`src/rtl/mem_pkg.sv`:
```
// Shared store-buffer definitions: word-index slice and buffered store entry layout.
package mem_pkg;

   // Byte address bits that form the word index (word-granular accesses).
   localparam int unsigned WORD_IDX_MSB = 31;
   localparam int unsigned WORD_IDX_LSB = 2;
   localparam int unsigned ENTRY_DW     = 32;

   // One buffered store, also the layout used by DataMemory-side checkers.
   typedef struct packed {
      logic                                valid;
      logic [WORD_IDX_MSB-WORD_IDX_LSB:0]  word_addr;
      logic [ENTRY_DW-1:0]                 data;
   } store_entry_t;

endpackage

```
`src/rtl/sb_fwd_match.sv`:
```
// Priority matcher: finds the youngest valid buffered store whose word address
// equals the lookup address. Entries are scanned oldest-to-youngest from head,
// so the last hit found is the youngest.
module sb_fwd_match #(
   parameter int unsigned DEPTH = 4,
   parameter int unsigned WAW   = 30
) (
   input  logic [DEPTH-1:0]                              valid,
   input  logic [WAW-1:0]                                word_addr [DEPTH],
   input  logic [((DEPTH > 1) ? $clog2(DEPTH) : 1)-1:0]  head,
   input  logic [((DEPTH > 1) ? $clog2(DEPTH) : 1):0]    count,
   input  logic [WAW-1:0]                                lookup,
   output logic                                          hit,
   output logic [((DEPTH > 1) ? $clog2(DEPTH) : 1)-1:0]  hit_idx
);

   localparam int unsigned PW = (DEPTH > 1) ? $clog2(DEPTH) : 1;
   localparam int unsigned CW = PW + 1;

   logic [PW-1:0] idx;

   // Age-ordered scan; a later (younger) hit overrides an earlier one.
   always_comb begin
      hit     = 1'b0;
      hit_idx = '0;
      idx     = '0;
      for (int i = 0; i < DEPTH; i++) begin
         idx = head + PW'(i);
         if ((CW'(i) < count) && valid[idx] && (word_addr[idx] == lookup)) begin
            hit     = 1'b1;
            hit_idx = idx;
         end
      end
   end

endmodule

```
`src/rtl/mem_store_buffer.sv`:
```
// Word-granular store buffer between MEM and DataMemory. Stores queue in a
// circular FIFO and drain one per cycle when no load owns the memory port;
// loads forward from the youngest matching buffered store.
module mem_store_buffer
   import mem_pkg::*;
#(
   parameter int unsigned DEPTH = 4,
   parameter int unsigned AW    = 32,
   parameter int unsigned DW    = 32
) (
   input  logic          clk,
   input  logic          reset,
   input  logic          st_valid,
   input  logic [AW-1:0] st_addr,
   input  logic [DW-1:0] st_data,
   input  logic          ld_valid,
   input  logic [AW-1:0] ld_addr,
   output logic [DW-1:0] ld_data,
   output logic          stall,
   output logic          empty,
   output logic          mem_we,
   output logic [AW-1:0] mem_addr,
   output logic [DW-1:0] mem_wd,
   input  logic [DW-1:0] mem_rd
);

   localparam int unsigned PW  = (DEPTH > 1) ? $clog2(DEPTH) : 1;
   localparam int unsigned CW  = PW + 1;
   localparam int unsigned WAW = AW - WORD_IDX_LSB;

   logic [DEPTH-1:0] ent_valid;
   logic [WAW-1:0]   ent_waddr [DEPTH];
   logic [DW-1:0]    ent_data  [DEPTH];
   logic [PW-1:0]    head;
   logic [PW-1:0]    tail;
   logic [CW-1:0]    count;

   logic             full;
   logic             drain;
   logic             enq;
   logic             hit;
   logic [PW-1:0]    hit_idx;
   logic             unused_st_lsbs;

   // Byte offset within the word is irrelevant for word stores.
   assign unused_st_lsbs = ^st_addr[WORD_IDX_LSB-1:0];

   assign full  = (count == CW'(DEPTH));
   // A load owns the port; otherwise the oldest entry drains.
   assign drain = !ld_valid && (count != '0);
   // A full buffer still accepts a store in a cycle that frees an entry.
   assign stall = st_valid && full && !drain;
   assign enq   = st_valid && !stall;
   assign empty = (count == '0);

   // Memory port arbitration: load address, head-entry write, or idle zeros.
   always_comb begin
      mem_we   = 1'b0;
      mem_addr = '0;
      mem_wd   = '0;
      if (ld_valid) begin
         mem_addr = ld_addr;
      end else if (drain) begin
         mem_we   = 1'b1;
         mem_addr = {ent_waddr[head], {WORD_IDX_LSB{1'b0}}};
         mem_wd   = ent_data[head];
      end
   end

   sb_fwd_match #(
      .DEPTH (DEPTH),
      .WAW   (WAW)
   ) u_fwd_match (
      .valid     (ent_valid),
      .word_addr (ent_waddr),
      .head      (head),
      .count     (count),
      .lookup    (ld_addr[AW-1:WORD_IDX_LSB]),
      .hit       (hit),
      .hit_idx   (hit_idx)
   );

   // Load result: youngest buffered match, else DataMemory read data.
   always_comb begin
      ld_data = mem_rd;
      if (hit) begin
         ld_data = ent_data[hit_idx];
      end
   end

   // Entry storage and pointers; enqueue is applied after drain so a full
   // buffer draining and enqueueing the same slot leaves it valid.
   always_ff @(posedge clk or posedge reset) begin
      if (reset) begin
         ent_valid <= '0;
         head      <= '0;
         tail      <= '0;
         for (int i = 0; i < DEPTH; i++) begin
            ent_waddr[i] <= '0;
            ent_data[i]  <= '0;
         end
      end else begin
         if (drain) begin
            ent_valid[head] <= 1'b0;
            head            <= head + PW'(1);
         end
         if (enq) begin
            ent_valid[tail] <= 1'b1;
            ent_waddr[tail] <= st_addr[AW-1:WORD_IDX_LSB];
            ent_data[tail]  <= st_data;
            tail            <= tail + PW'(1);
         end
      end
   end

   // Occupancy: +1 enqueue only, -1 drain only, else unchanged.
   always_ff @(posedge clk or posedge reset) begin
      if (reset) begin
         count <= '0;
      end else begin
         case ({enq, drain})
            2'b10:   count <= count + CW'(1);
            2'b01:   count <= count - CW'(1);
            default: count <= count;
         endcase
      end
   end

endmodule
```
`config.mk`:
```
export PLATFORM = sky130hd
export DESIGN_NAME = mem_store_buffer
export DESIGN_NICKNAME = d
export VERILOG_FILES = /design/src/rtl/mem_pkg.sv /design/src/rtl/sb_fwd_match.sv /design/src/rtl/mem_store_buffer.sv
export SDC_FILE = /design/constraint.sdc
export NUM_CORES = 1
export LEC_CHECK = 0
export BUFFER_PORTS_ARGS = -buffer_cell sky130_fd_sc_hd__buf_2
export CAP_MARGIN = 20
export CORE_UTILIZATION = 54
export DETAILED_ROUTE_END_ITERATION = 10
export PLACE_DENSITY = 0.78
export RECOVER_POWER = 50
export SLEW_MARGIN = 20
export SYNTH_ARGS = -nofsm -noshare
export SYNTH_HDL_FRONTEND = slang
export SYNTH_SLANG_ARGS = --single-unit
```
`constraint.sdc`:
```
create_clock -name clk -period 7.4 [get_ports clk]
set_input_delay 0.74 -clock clk [delete_from_list [all_inputs] [get_ports clk]]
set_output_delay 0.74 -clock clk [all_outputs]
set_load 0.1 [all_outputs]
```
==> results_dict.tcl <==
set metrics [dict create \
    synth_fa_ha_area_frac 0.00790 \
    hold_class "in -> reg" \
    min_period_ps 7010 \
    ios 231 \
    cts_hold_buffers 0 \
    seq_area_frac_synth 0.341 \
    postRouteAntennaNets 0 \
    setup_tns_ps 0 \
    cts_tree "done" \
    synth_edf_count 0 \
    rsz0062_at_grt "false" \
    dp_hpwl_mm 38.3 \
    rows 68 \
    grt_pass1_vias 15300 \
    synth_top_area_share 0.341 \
    htreeDepth 1 \
    slew_violations 525 \
    fp.dieH_um 190 \
    antenna_found_initial 12 \
    worst_slew_pin_slew_ps 4230 \
    finalNetCount 1913 \
    core_area_um2 34500 \
    dieArea_um2 35900 \
    violations "max-capacitance violations, max-slew violations" \
    port_buffers 228 \
    required_ps 6660 \
    drive_gt1_frac 0.393 \
    cts_repair_resize_count 0 \
    crit_type "reg -> out" \
    async_reset_ff_frac 1.00 \
    syn_area_um2 19000 \
    drv_cap 7 \
    gp_congestion 0.999 \
    route.detailed.drc 0 \
    nFillCells 2724 \
    slew_headroom -1.82 \
    grt_max_degree 169 \
    peakVddDrop_uv 505 \
    p_per_area_nw_per_um2 569 \
    startpoint_type "register" \
    wirelength_mm 58.3 \
    synth_xor_area_frac 0.0480 \
    syn_avg_cell_area_um2 11.6 \
    synth.distinct_cells 79 \
    fmax_mhz 143 \
    dr_total_vias 15600 \
    multi_input_area_um2 11700 \
    ys_ff_latch 259 \
    finalCritPeriodShare 0.947 \
    wl_per_cell_um 25.8 \
    final-setup-viol-count 0 \
    insertion_delay_ps 580 \
    first_pass_iters 7 \
    synthSimpleGateAreaFrac 0.0980 \
    syn_inst 1631 \
    cts_buffers 29 \
    cts_max_path_buffers 3 \
    cp-end-kind "output pin" \
    clk_pin_slew_ps 60 \
    synth_ff_type "dfrtp_1" \
    finalHoldViolCount 0 \
    seq_area_um2 6490 \
    synth_compound_area_frac 0.112 \
    synthTopCellsByArea "dfrtp_1 34%, mux2_2 15%, mux4_2 15%" \
    syn_nets 1775 \
    initial_utilization 0.550 \
    synthToLayoutAreaGrowth_pct 13.9 \
    power_w 0.0123 \
    timing.hold.ws_ps 426 \
    synth_mux_area_frac 0.344 \
    drtIter0Drc 1695 \
    outcome "complete, but fails checks" \
    root_buffer "clkbuf_16" \
    track_usage 0.323 \
    cp_max_fo 128 \
    cts_setup_buffers 0 \
    cp.arrival_ps 6270 \
    grt_pass1_wl_mm 89.7 \
    p_leak_nw 9.08 \
    fin_skew_ps 18.2 \
    yosys.area.top_type "dfrtp_1" \
    via_per_inst 6.91 \
    ys.warnings.count 0 \
    cts_sinks 259 \
    die_w_um 190 \
    gr-total-overflow 0 \
    synth_top_family_by_area "multiplexers" \
]
## cell type report
cell class,instances,area share
well taps,455,0.0263
repair buffers,262,0.0875
flip-flops and latches,259,0.300
diodes,9,0.00104
inverters,18,0.00318
clock buffers,45,0.0395
clock inverters,8,0.00405
multi-input cells,1199,0.539
## synth_stat cells, types with 13 or more instances
library cell,number
a221oi_1,13
and2_1,37
nor4_1,13
buf_6,20
a21oi_1,13
nand3_1,66
and4_1,14
dfrtp_1,259
clkbuf_1,85
a22o_1,23
a211oi_1,30
a221o_1,20
xor2_1,38
xnor2_1,66
nor2b_1,34
inv_1,15
a21o_1,21
mux2i_1,63
buf_2,27
mux4_2,123
o31ai_1,20
nand2_1,129
nand4_1,18
o22ai_1,39
mux2_2,255
o21ai_1,15
## cell families after synthesis
| group | Yosys count |
|---|---|
| xor gates and xnor gates | 104 |
| adders and majority gates | 12 |
| muxes | 454 |
| buffers and inverters | 173 |
| and+or+nand+nor | 352 |
| DFF | 259 |
| AOI/OAI and AO/OA | 277 |
## worst max-delay path, stage by stage (launching register included)
cell and delay [ps]:
dfrtp_4 660, buf_12 650, mux4_2 600, xnor2_1 200, nand4_1 290, or4_1 690
or3_1 690, o21ai_2 700, buf_4 340, a221oi_1 110, o21ai_1 390, buf_12 230
## through the flow
step | cell area [um^2] | setup WS [ps] | utilization | instances
2_1_floorplan | 19000 | 959 | - | 1631
3_3_place_gp | 20700 | 1220 | 0.599 | 2192
3_5_place_dp | 20700 | 1160 | 0.599 | 2192
4_1_cts | 21600 | 532 | 0.627 | 2245
5_1_grt | 21600 | 239 | 0.626 | 2250
6_report | 21600 | 394 | 0.626 | 2255
## where the power goes
group          switching, W  internal (W)
registers          0.000901       0.00216
clock network      0.000608      0.000831
logic               0.00445       0.00337
total               0.00596       0.00635
## per-layer routing
| layer | wire (um) | global-route usage | up-vias |
|---|---|---|---|
| li1 | - | - | 6571 |
| met3 | 5800 | 0.0708 | 187 |
| met4 | 2470 | 0.140 | 6 |
| met2 | 26900 | 0.498 | 908 |
| met5 | 39 | 0 | - |
| met1 | 23000 | 0.439 | 7903 |
## cell usage in the layout (no fill, tap or decap), types with 16 or more instances in the layout
cell type / count
dfrtp_1: 257
mux2_2: 255
buf_2: 190
nand2_1: 125
mux4_2: 123
xnor2_1: 66
nand3_1: 66
mux2i_1: 63
o22ai_1: 39
xor2_1: 38
and2_1: 36
buf_12: 35
nor2b_1: 34
a211oi_1: 30
clkbuf_16: 29
buf_4: 24
a22o_1: 23
a21o_1: 21
a221o_1: 20
o31ai_1: 20
nand4_1: 18
clkbuf_1: 16
## state kept, by name, summed over array words and instances (netlist names)
signal,cells
head,2
ent_data,128
tail,2
ent_valid,4
ent_waddr,120
count,3
## path summary, 6_finish.rpt
kind	startpoint	endpoint	slack (ps)	depth (start not counted)
max in group asynchronous	reset	head[0]$_DFFE_PP0P_	1660	3
hold reg to reg	ent_data[62]$_DFFE_PP0P_	ent_data[62]$_DFFE_PP0P_	520	1
hold / removal	st_addr[22]	ent_waddr[20]$_DFFE_PP0P_	430	2
setup / recovery	head[0]$_DFFE_PP0P_	ld_data[30]	390	11
setup reg to reg	count[1]$_DFFE_PP0P_	ent_waddr[0]$_DFFE_PP0P_	3420	7
min in group asynchronous	reset	ent_data[58]$_DFFE_PP0P_	450	2
Power figures use the tool's default switching activity.
